==> src/rtl/sanduba_pkg.sv <==
// Shared types and constants for the sanduba customer-side driver.
package sanduba_pkg;

   typedef enum logic [1:0] {
      OpInsert = 2'd0,
      OpBuy    = 2'd1,
      OpRefund = 2'd2
   } op_e;

   typedef enum logic [1:0] {
      ItemGreen = 2'd0,
      ItemAtum  = 2'd1,
      ItemBacon = 2'd2
   } item_e;

   localparam int unsigned PRICE_GREEN = 2;
   localparam int unsigned PRICE_ATUM  = 3;
   localparam int unsigned PRICE_BACON = 4;
   localparam int unsigned CREDIT_MAX  = 32;

   // Unknown items get an unreachable price so they are never vended.
   function automatic logic [5:0] price_of(item_e item);
      logic [5:0] price;
      case (item)
         ItemGreen: price = 6'(PRICE_GREEN);
         ItemAtum:  price = 6'(PRICE_ATUM);
         ItemBacon: price = 6'(PRICE_BACON);
         default:   price = 6'd63;
      endcase
      return price;
   endfunction

endpackage

==> src/rtl/sanduba_collector.sv <==
// SETTLE-phase bookkeeping: quiet/timeout counters, saturating d100 count and sticky item flags.
module sanduba_collector #(
   parameter int unsigned QUIET_CYCLES = 2,
   parameter int unsigned TIMEOUT      = 64
) (
   input  logic       clock,
   input  logic       reset,
   input  logic       clear,
   input  logic       active,
   input  logic       busy,
   input  logic       d100,
   input  logic       green,
   input  logic       atum,
   input  logic       bacon,
   output logic [5:0] change,
   output logic [2:0] items,
   output logic       settled,
   output logic       timed_out
);

   localparam int unsigned QW = $clog2(QUIET_CYCLES + 1);
   localparam int unsigned TW = $clog2(TIMEOUT + 1);

   logic [QW-1:0] quiet_q;
   logic [TW-1:0] timer_q;
   logic [5:0]    change_q;
   logic [2:0]    items_q;
   logic          quiet;

   assign quiet     = !busy && !d100 && !green && !atum && !bacon;
   assign settled   = active && quiet && (quiet_q == QW'(QUIET_CYCLES - 1));
   assign timed_out = active && !settled && (timer_q == TW'(TIMEOUT - 1));
   assign change    = change_q;
   assign items     = items_q;

   always_ff @(posedge clock) begin
      if (reset) begin
         quiet_q  <= '0;
         timer_q  <= '0;
         change_q <= '0;
         items_q  <= '0;
      end else begin
         // Counters restart on every entry into SETTLE.
         if (!active) begin
            quiet_q <= '0;
            timer_q <= '0;
         end else begin
            quiet_q <= quiet ? quiet_q + 1'b1 : '0;
            timer_q <= timer_q + 1'b1;
         end
         if (clear) begin
            change_q <= '0;
            items_q  <= '0;
         end else if (active) begin
            if (d100 && change_q != 6'd63) change_q <= change_q + 6'd1;
            items_q <= items_q | {bacon, atum, green};
         end
      end
   end

endmodule

==> src/rtl/sanduba_customer.sv <==
// Customer-side driver for the sanduba machine: turns commands into request pulses and
// summarises the responses. Define SANDUBA_CUSTOMER_CHECK_EN to add the expected-result model.
module sanduba_customer
   import sanduba_pkg::*;
#(
   parameter int unsigned QUIET_CYCLES = 2,
   parameter int unsigned TIMEOUT      = 64
) (
   input  logic       clock,
   input  logic       reset,
   input  logic       cmd_valid,
   output logic       cmd_ready,
   input  logic [1:0] cmd_op,
   input  logic [1:0] cmd_item,
   input  logic [5:0] cmd_coins,
   output logic       m100,
   output logic       dev,
   output logic       r_green,
   output logic       r_atum,
   output logic       r_bacon,
   input  logic       d100,
   input  logic       green,
   input  logic       atum,
   input  logic       bacon,
   input  logic       busy,
   output logic       rsp_valid,
   input  logic       rsp_ready,
   output logic [5:0] rsp_change,
   output logic [2:0] rsp_items,
   output logic       rsp_timeout,
   output logic       rsp_sat,
   output logic       rsp_mismatch,
   output logic [5:0] credit
);

   typedef enum logic [1:0] {StIdle, StDrive, StSettle, StResp} state_e;

   localparam logic [5:0] CMax = 6'(CREDIT_MAX);

   state_e     state_q, state_d;
   op_e        op_q, op_d;
   item_e      item_q, item_d;
   logic [5:0] coins_q, coins_d;
   logic [5:0] credit_q, credit_d;
   logic       timeout_q, timeout_d;
   logic       sat_q, sat_d;
   logic       clear, accept, settled, timed_out;

   sanduba_collector #(
      .QUIET_CYCLES(QUIET_CYCLES),
      .TIMEOUT     (TIMEOUT)
   ) u_collector (
      .clock    (clock),
      .reset    (reset),
      .clear    (clear),
      .active   (state_q == StSettle),
      .busy     (busy),
      .d100     (d100),
      .green    (green),
      .atum     (atum),
      .bacon    (bacon),
      .change   (rsp_change),
      .items    (rsp_items),
      .settled  (settled),
      .timed_out(timed_out)
   );

   assign cmd_ready   = (state_q == StIdle);
   assign rsp_valid   = (state_q == StResp);
   assign accept      = cmd_valid && cmd_ready;
   assign rsp_timeout = timeout_q;
   assign rsp_sat     = sat_q;
   assign credit      = credit_q;

   // Requests are decoded from state and live busy, so they can never overlap a busy cycle.
   always_comb begin
      m100    = 1'b0;
      dev     = 1'b0;
      r_green = 1'b0;
      r_atum  = 1'b0;
      r_bacon = 1'b0;
      if (state_q == StDrive && !busy) begin
         unique case (op_q)
            OpInsert: m100 = 1'b1;
            OpRefund: dev  = 1'b1;
            OpBuy: begin
               r_green = (item_q == ItemGreen);
               r_atum  = (item_q == ItemAtum);
               r_bacon = (item_q == ItemBacon);
            end
            default: ;
         endcase
      end
   end

   always_comb begin
      state_d   = state_q;
      op_d      = op_q;
      item_d    = item_q;
      coins_d   = coins_q;
      credit_d  = credit_q;
      timeout_d = timeout_q;
      sat_d     = sat_q;
      clear     = 1'b0;
      unique case (state_q)
         StIdle: begin
            if (cmd_valid) begin
               clear     = 1'b1;
               timeout_d = 1'b0;
               sat_d     = 1'b0;
               op_d      = (cmd_op == 2'd3) ? OpRefund : op_e'(cmd_op);
               item_d    = item_e'(cmd_item);
               coins_d   = cmd_coins;
               if (op_d == OpInsert && cmd_coins == 6'd0) begin
                  state_d = StResp;
               end else if (op_d == OpInsert && credit_q == CMax) begin
                  sat_d   = 1'b1;
                  state_d = StResp;
               end else begin
                  state_d = StDrive;
               end
            end
         end
         StDrive: begin
            if (!busy) state_d = StSettle;
         end
         StSettle: begin
            if (settled) begin
               if (op_q == OpInsert) begin
                  credit_d = credit_q + 6'd1;
                  coins_d  = coins_q - 6'd1;
                  if (coins_d == 6'd0) begin
                     state_d = StResp;
                  end else if (credit_d == CMax) begin
                     sat_d   = 1'b1;
                     state_d = StResp;
                  end else begin
                     state_d = StDrive;
                  end
               end else begin
                  credit_d = 6'd0;
                  state_d  = StResp;
               end
            end else if (timed_out) begin
               timeout_d = 1'b1;
               state_d   = StResp;
            end
         end
         StResp: begin
            if (rsp_ready) state_d = StIdle;
         end
         default: state_d = StIdle;
      endcase
   end

   always_ff @(posedge clock) begin
      if (reset) begin
         state_q   <= StIdle;
         op_q      <= OpInsert;
         item_q    <= ItemGreen;
         coins_q   <= '0;
         credit_q  <= '0;
         timeout_q <= 1'b0;
         sat_q     <= 1'b0;
      end else begin
         state_q   <= state_d;
         op_q      <= op_d;
         item_q    <= item_d;
         coins_q   <= coins_d;
         credit_q  <= credit_d;
         timeout_q <= timeout_d;
         sat_q     <= sat_d;
      end
   end

`ifdef SANDUBA_CUSTOMER_CHECK_EN
   logic [5:0] exp_change_q, exp_change_d;
   logic [2:0] exp_items_q, exp_items_d;
   logic [5:0] price;

   assign price = price_of(item_d);

   always_comb begin
      exp_change_d = exp_change_q;
      exp_items_d  = exp_items_q;
      if (accept) begin
         exp_change_d = '0;
         exp_items_d  = '0;
         unique case (op_d)
            OpBuy: begin
               if (credit_q >= price) begin
                  exp_change_d = credit_q - price;
                  exp_items_d  = 3'b001 << item_d;
               end else begin
                  exp_change_d = credit_q;
               end
            end
            OpRefund: exp_change_d = credit_q;
            default: ;
         endcase
      end
   end

   always_ff @(posedge clock) begin
      if (reset) begin
         exp_change_q <= '0;
         exp_items_q  <= '0;
      end else begin
         exp_change_q <= exp_change_d;
         exp_items_q  <= exp_items_d;
      end
   end

   assign rsp_mismatch = rsp_valid &&
                         ((rsp_change != exp_change_q) || (rsp_items != exp_items_q));
`else
   assign rsp_mismatch = 1'b0;
`endif

endmodule

==> config.mk <==
export PLATFORM = sky130hd
export DESIGN_NAME = sanduba_customer
export DESIGN_NICKNAME = d
export VERILOG_FILES = /design/src/rtl/sanduba_pkg.sv /design/src/rtl/sanduba_collector.sv /design/src/rtl/sanduba_customer.sv
export SDC_FILE = /design/constraint.sdc
export NUM_CORES = 1
export LEC_CHECK = 0
export ABC_AREA = 0
export CORE_MARGIN = 5
export CORE_UTILIZATION = 51
export DETAILED_ROUTE_END_ITERATION = 8
export HOLD_SLACK_MARGIN = 0.15
export MAX_ROUTING_LAYER = met4
export PLACE_DENSITY_LB_ADDON = 0.3
export SLEW_MARGIN = 20
export SYNTH_ARGS = -nofsm -noshare
export SYNTH_HDL_FRONTEND = slang
export SYNTH_SLANG_ARGS = --single-unit
==> constraint.sdc <==
create_clock -name clock -period 2.3 [get_ports clock]
set_input_delay 0.46 -clock clock [delete_from_list [all_inputs] [get_ports clock]]
set_output_delay 0.46 -clock clock [all_outputs]
set_load 0.02 [all_outputs]
==> results of run 1 <==
## sequential cells by signal, summed over array words and instances, names as in the netlist
signal,count
u_collector.quiet_q,2
coins_q,6
op_q,2
u_collector.items,3
u_collector.change,6
item_q,2
rsp_timeout,1
state_q,2
rsp_sat,1
credit,6
u_collector.timer_q,7
## area by class of cell
type	count	area, µm²
Sequential cell	38	760.7
Timing Repair Buffer	49	451.7
Tap cell	50	62.56
Inverter	9	33.78
Clock buffer	6	82.58
Multi-Input combinational cell	188	1201
Fill cell	348	1366
Clock inverter	2	12.51
## cells by family after synthesis
kind of cell,Yosys count
xor+xnor,8
fa+ha+maj,7
mux,2
compound gates,55
other cells,1
simple gates,115
flops,38
buf+inv,21
## cell usage in the layout (no fill, tap or decap), types with 2 or more instances in the layout
cell type / instances
sky130_fd_sc_hd__nand3_1: 8
sky130_fd_sc_hd__xor2_1: 5
sky130_fd_sc_hd__nor3_1: 8
sky130_fd_sc_hd__xnor2_1: 3
sky130_fd_sc_hd__dfxtp_1: 38
sky130_fd_sc_hd__a22o_1: 2
sky130_fd_sc_hd__or3_1: 5
sky130_fd_sc_hd__nor3b_1: 5
sky130_fd_sc_hd__nor4_1: 2
sky130_fd_sc_hd__buf_4: 7
sky130_fd_sc_hd__nand4_1: 4
sky130_fd_sc_hd__inv_1: 9
sky130_fd_sc_hd__clkbuf_8: 6
sky130_fd_sc_hd__and3_1: 3
sky130_fd_sc_hd__ha_1: 7
sky130_fd_sc_hd__a21oi_1: 19
sky130_fd_sc_hd__nand3b_1: 2
sky130_fd_sc_hd__and4b_1: 2
sky130_fd_sc_hd__and2_1: 3
sky130_fd_sc_hd__a211oi_1: 3
sky130_fd_sc_hd__or3b_1: 2
sky130_fd_sc_hd__mux2i_1: 2
sky130_fd_sc_hd__nor2_1: 33
sky130_fd_sc_hd__nor2b_1: 4
sky130_fd_sc_hd__clkdlybuf4s50_1: 37
sky130_fd_sc_hd__o21ai_0: 10
sky130_fd_sc_hd__nand2b_1: 2
sky130_fd_sc_hd__clkbuf_2: 4
sky130_fd_sc_hd__a31oi_1: 4
sky130_fd_sc_hd__nand2_1: 23
sky130_fd_sc_hd__o211ai_1: 3
sky130_fd_sc_hd__o21a_1: 3
## per-layer routing
metal  vias to the layer above  global-route usage
met5                         -                   -
met4                         0             0.05634
met3                         8             0.05062
met2                        45              0.3061
met1                       893              0.2546
li1                        964                   -
## worst min path at each step
| stage | from | endpoint | cells past startpoint | slack (ns) |
|---|---|---|---|---|
| after floorplan | u_collector.quiet_q[0] | u_collector.quiet_q[0] | 1 | 0.40 |
| after global placement | u_collector.quiet_q[0] | u_collector.quiet_q[0] | 1 | 0.41 |
| after detailed placement | u_collector.quiet_q[0] | u_collector.quiet_q[0] | 1 | 0.41 |
| after CTS | u_collector.quiet_q[0] | u_collector.quiet_q[0] | 1 | 0.42 |
| after global routing | u_collector.quiet_q[0] | u_collector.quiet_q[0] | 1 | 0.45 |
| final | u_collector.quiet_q[0] | u_collector.quiet_q[0] | 1 | 0.42 |
## timing repair
item	CTS	global route
resized for setup	5	12
endpoints found under the hold margin	0	0
setup endpoints to repair	5	4
## metrics by stage
step / hold WS [ns] / std cells / total power [mW]
floorplan: 0.3974 / 247 / 1.395
global placement: 0.4066 / 334 / 1.576
detailed placement: 0.4119 / 334 / 1.592
CTS: 0.4227 / 342 / 2.065
global route: 0.4538 / 342 / 2.185
finish: 0.4177 / 342 / 2.050
## power by group
group	leakage, nW	total [mW]	internal, mW	switching (mW)
registers	0.308	0.816	0.727	0.0895
logic	0.615	0.757	0.336	0.422
clock network	0.0472	0.476	0.241	0.236
## worst max-delay path: stages
cell,delay (ns)
sky130_fd_sc_hd__clkdlybuf4s50_1,0.42
sky130_fd_sc_hd__nor2_1,0.20
sky130_fd_sc_hd__nand4b_1,0.19
sky130_fd_sc_hd__nor3b_1,0.22
sky130_fd_sc_hd__clkbuf_2,0.19
==> parameters.txt, run 1 <==
Parameter                              Value

Outcome
  Run status ... finished clean

Synth
  Simple-gate share of the synthesized area ... 0.3042
  Leading cell type by number of instances after synthesis ... sky130_fd_sc_hd__dfxtp_1
  Post-synthesis instance total ... 247
  Post-synthesis area per instance ... 8.409 µm²
  Adder-cell share of the synthesized area ... 0.04217
  Largest family of logic cells by synthesized area ... simple AND/OR/NAND/NOR gates
  List of most frequent post-synthesis cells ... 38 x sky130_fd_sc_hd__dfxtp_1, 33 x sky130_fd_sc_hd__nor2_1, 23 x sky130_fd_sc_hd__nand2_1
  Async S/R FF share, synth ... 0
  Area share of xor/xnor cells in the synthesized design ... 0.03373
  Primary FF master, synth ... sky130_fd_sc_hd__dfxtp_1
  Top-area cell type share of the netlist area ... 0.3663
  Number of synthesis warnings ... 0
  Post-synthesis compound-gate area fraction ... 0.1867
  Syn nets ... 273
  Number of enable flip-flop cells after synthesis ... 0
  Number of distinct standard cells referenced by the synthesized netlist ... 53
  Mux share of post-synthesis cell area ... 0.009639
  Number of flip-flops and latches in the synthesized netlist ... 38
  Cell type contributing the most total cell area after synthesis ... sky130_fd_sc_hd__dfxtp_1
  Cell area after synthesis ... 0.002077 mm²
  Sequential-to-total area share from yosys stat ... 0.3663
  Area contributors post-synth ... sky130_fd_sc_hd__dfxtp_1 37%, sky130_fd_sc_hd__nor2_1 6.0%, sky130_fd_sc_hd__a21oi_1 4.6%

Cells and area
  Post-layout utilization of the core ... 0.6560
  Number of antenna diodes ... 0
  Final instance area ... 0.002605 mm²
  Share of final-layout standard cells stronger than drive strength 1 ... 0.09589
  Area Growth Syn to Fin ... 25.42%
  Final Net Count ... 317

Timing
  Fin Setup TNS ... 0 ns
  Count of endpoints failing setup in the final report ... 0
  Highest attainable clock frequency ... 466.2 MHz
  Final critical-path setup slack ... 0.1552 ns
  Minimum clock period ... 2.145 ns
  Portion of the clock cycle consumed by the worst path in the final layout ... 0.9325
  Clock tree skew after final layout ... 0.004152 ns
  Unrepaired setup endpoints after global routing ... no
  Final Hold Vio Count ... 0
  Slew Viols, Final ... 0

Pwr
  Pwr/cell area ... 787.0 mW/mm²
  Cell leakage power ... 0.9708 nW
  Maximum VDD drop ... 0.0004037 V

Route
  Highest Signal Layer ... met4
  Number of vias in the routed layout ... 1910
  Met2 Wirelength ... 2.353 mm
  Routed wire length ... 4.833 mm
  Drt pass-1 iters ... 4
  Initial DRC count ... 71
  Post-DR wirelength/cell ... 14.13 µm
  Met3 routed WL ... 237 µm
  Remaining routing DRC violations ... 0
  Metal1 wirelength ... 2.180 mm
  Via count normalized by instance count ... 5.585
  Number of nets with antenna violations after routing ... 0

Min path
  Type of the worst min-delay path ... reg -> reg

Worst setup path
  Data arrival at the endpoint of the critical path ... 1.68 ns
  Worst setup endpoint ... r_bacon
  Worst flop-to-flop path endpoint ... state_q[1]
  Worst setup path start ... busy
  Depth of the worst register-to-register path ... 6
  Reg-to-reg slack, setup ... 0.24 ns
  CP Max Fanout ... 3
  Category of the worst setup path launch point ... primary input
  Required time at the endpoint of the critical path ... 1.84 ns
  Crit path capture type ... output pin
  Startpoint of the lowest-slack register-to-register path ... coins_q[0]
  Category of the critical setup timing path ... in -> out

Global routing
  First-pass GRT wire length ... 8.238 mm
  Antenna violations before repair ... 0
  Vias in the first global route ... 1816
  Sum of overflow across all layers after global routing ... 0
  Overall track demand over capacity in global routing ... 0.1978
  Maximum number of pins on one net before global-route repair ... 14

Clock tree
  Cell at the root of the clock tree ... sky130_fd_sc_hd__clkbuf_8
  H-tree levels ... 2
  Number of clock buffers inserted by TritonCTS ... 5
  Number of clock sinks ... 38
  Clock transition at the registers of the reported paths ... 0.07 ns
  Number of buffers inserted for hold repair after clock tree synthesis ... 0
  Insertion delay of the later-clocked pin in the worst-skew pair ... 0.29 ns
  Maximum number of buffers from clock root to sink ... 2
  Number of buffers inserted to repair setup after CTS ... 0
  Clock tree from TritonCTS ... built

Placed design
  Placed instance area ... 0.002531 mm²
  Worst slack at placement ... -0.2916 ns
  Total of buffers placed on input and output ports ... 42
  Placed wire-length estimate ... 3.666 mm
  Placer congestion estimate ... 0.8691

Job
  Maximum capacitance violations ... 0

Die
  Num ports ... 44
  Die Y-Extent ... 73.82 µm
  Horiz. Die Dim ... 73.82 µm
  Placement Rows ... 23
  Die Area ... 0.005449 mm²
  Core Footprint ... 0.003971 mm²
  Effective utilization at floorplan ... 0.5230
(Power assumes the default switching activity.)
==> run 2, diff against run 1 <==
- PLACE_DENSITY: default -> 0.83
- PLACE_DENSITY_LB_ADDON: 0.3 -> default
==> run 2 against run 1 <==
  * Critical path depth stayed put
  * Combinational power is 1% lower
  * Worst hold slack better by 0.0041 ns
  * Highest routed layer unchanged
  * Largest cell class unchanged
  * Wire length is 0.83% higher
  * Core utilization is 0.095 points higher
  * Critical endpoint is now r_atum
==> parameters.txt, run 2 (synthesized netlist as in run 1, its figures left out) <==
Parameter                              Value

Pwr
  Maximum VDD drop ... 0.0004631 V
  Cell leakage power ... 0.9675 nW
  Post-layout power ... 2.138 mW
  Pwr/cell area ... 819.6 mW/mm²

Timing
  Post-route worst hold slack ... 0.4219 ns
  Final Hold Vio Count ... 0
  Fin Setup TNS ... 0 ns
  Final critical-path setup slack ... 0.09023 ns
  Clock tree skew after final layout ... 0.005867 ns
  Slew Viols, Final ... 0
  Minimum clock period ... 2.210 ns
  Unrepaired setup endpoints after global routing ... no
  Count of endpoints failing setup in the final report ... 0
  Highest attainable clock frequency ... 452.5 MHz
  Transition at the pin with the smallest max-transition slack ... 0.6086 ns
  Portion of the clock cycle consumed by the worst path in the final layout ... 0.9608
  Remaining max-slew budget at the tightest pin ... 0.5912

Outcome
  Run status ... finished clean

Clock tree
  Insertion delay of the later-clocked pin in the worst-skew pair ... 0.29 ns
  Number of buffers inserted for hold repair after clock tree synthesis ... 0
  Number of clock buffers inserted by TritonCTS ... 5
  H-tree levels ... 2
  Clock tree from TritonCTS ... built
  Cell at the root of the clock tree ... sky130_fd_sc_hd__clkbuf_8
  Clock transition at the registers of the reported paths ... 0.07 ns
  Number of clock sinks ... 38
  Maximum number of buffers from clock root to sink ... 2

Worst setup path
  Reg-to-reg slack, setup ... 0.31 ns
  CP cell instances ... clkdlybuf4s50_1 > nor2_2 > nand4b_1 > nor3b_1 > clkdlybuf4s15_2
  Depth of the worst register-to-register path ... 6
  Required time at the endpoint of the critical path ... 1.84 ns
  Data arrival at the endpoint of the critical path ... 1.75 ns
  Startpoint of the lowest-slack register-to-register path ... coins_q[0]
  Max incr delay on CP ... 0.44 ns
  Critical-path cell with the highest stage delay ... sky130_fd_sc_hd__clkdlybuf4s50_1
  Count of buffer and inverter cells on the critical path ... 2
  Category of the critical setup timing path ... in -> out
  CP Max Fanout ... 3
  Crit path capture type ... output pin
  Critical path's top delay family ... buffers and inverters
  Worst flop-to-flop path endpoint ... state_q[1]
  Category of the worst setup path launch point ... primary input

Die
  Die Y-Extent ... 73.82 µm
  Placement Rows ... 23
  Die Area ... 0.005449 mm²
  Core Footprint ... 0.003971 mm²
  Horiz. Die Dim ... 73.82 µm
  Num ports ... 44
  Effective utilization at floorplan ... 0.5230

Route
  Remaining routing DRC violations ... 0
  Via count normalized by instance count ... 5.552
  Drt pass-1 iters ... 4
  Number of vias in the routed layout ... 1871
  Initial DRC count ... 58
  Post-DR wirelength/cell ... 14.46 µm
  Number of nets with antenna violations after routing ... 0
  Routed wire length ... 4.873 mm

Placed design
  Placed Instances ... 330
  Placed wire-length estimate ... 3.497 mm
  Worst slack at placement ... -0.3145 ns
  Total of buffers placed on input and output ports ... 42
  Placer congestion estimate ... 0.8072
  Placed instance area ... 0.002501 mm²

Cells and area
  Leading cell types in the layout, fill and taps excluded ... 38 x sky130_fd_sc_hd__dfxtp_1, 37 x sky130_fd_sc_hd__clkdlybuf4s50_1, 32 x sky130_fd_sc_hd__nor2_1, 23 x sky130_fd_sc_hd__nand2_1, 19 x sky130_fd_sc_hd__a21oi_1
  Share of final-layout standard cells stronger than drive strength 1 ... 0.07666
  Number of antenna diodes ... 0
  Max reg flops ... 7
  Most common cell after layout, fill and taps aside ... sky130_fd_sc_hd__dfxtp_1
  Final instance area ... 0.002609 mm²
  Post-layout utilization of the core ... 0.6569
  Area Growth Syn to Fin ... 25.60%
  Register bank with the most flops ... u_collector.timer_q
  Non-Filler Instances ... 337
  Final Net Count ... 313

Global routing
  Maximum number of pins on one net before global-route repair ... 22
  Vias in the first global route ... 1857
  Overall track demand over capacity in global routing ... 0.1993
  First-pass GRT wire length ... 8.155 mm
  Sum of overflow across all layers after global routing ... 0
  Antenna violations before repair ... 0

Min path
  Endpoint of the worst hold-timing path ... u_collector.quiet_q[0]
  Hold wc startpoint ... u_collector.quiet_q[0]
  Type of the worst min-delay path ... reg -> reg
  Worst hold path stage count ... 1

Job
  Maximum capacitance violations ... 0
-- run 2: final cells by class --
| class | instances | area [µm²] |
|---|---|---|
| clock inverters | 1 | 30.03 |
| well taps | 50 | 62.56 |
| flip-flops and latches | 38 | 760.7 |
| clock buffers | 6 | 82.58 |
| fillers | 345 | 1363 |
| repair buffers | 45 | 435.4 |
| inverters | 9 | 33.78 |
| multi-input cells | 188 | 1204 |
-- run 2: timing repair --
item	in CTS	in global routing
pin swaps	0	0
gates cloned	0	0
resized for setup	10	2
buffers inserted	0	0
setup endpoints to repair	5	4
-- run 2: worst register-to-register path, cell delays in order, from the launching register on --
cell	delay, ns
sky130_fd_sc_hd__dfxtp_1	0.45
sky130_fd_sc_hd__inv_1	0.10
sky130_fd_sc_hd__ha_1	0.32
sky130_fd_sc_hd__and4b_1	0.23
sky130_fd_sc_hd__o311ai_1	0.35
sky130_fd_sc_hd__nor3b_1	0.27
sky130_fd_sc_hd__o22ai_1	0.13
-- run 2: per-layer routing --
metal	wire (µm)	GRT usage
met1	2307	0.2406
met2	2280	0.3169
met4	52	0.08048
met5	0	-
met3	233	0.04925
-- run 2: worst max-delay path by stage --
stage | depth (start not counted) | to | from | slack (ns)
after global placement | 5 | r_bacon | busy | -0.27
final | 5 | r_atum | busy | 0.09
after floorplan | 4 | r_bacon | state_q[1] | 0.50
after CTS | 5 | r_bacon | busy | 0.0006
after global routing | 5 | r_atum | busy | 0.02
after detailed placement | 5 | r_atum | busy | -0.31
-- run 2: where the power goes --
part | internal, mW | total (mW) | switching [mW]
clock network | 0.347 | 0.576 | 0.230
registers | 0.727 | 0.812 | 0.0853
logic | 0.324 | 0.749 | 0.426
total | 1.40 | 2.14 | 0.740
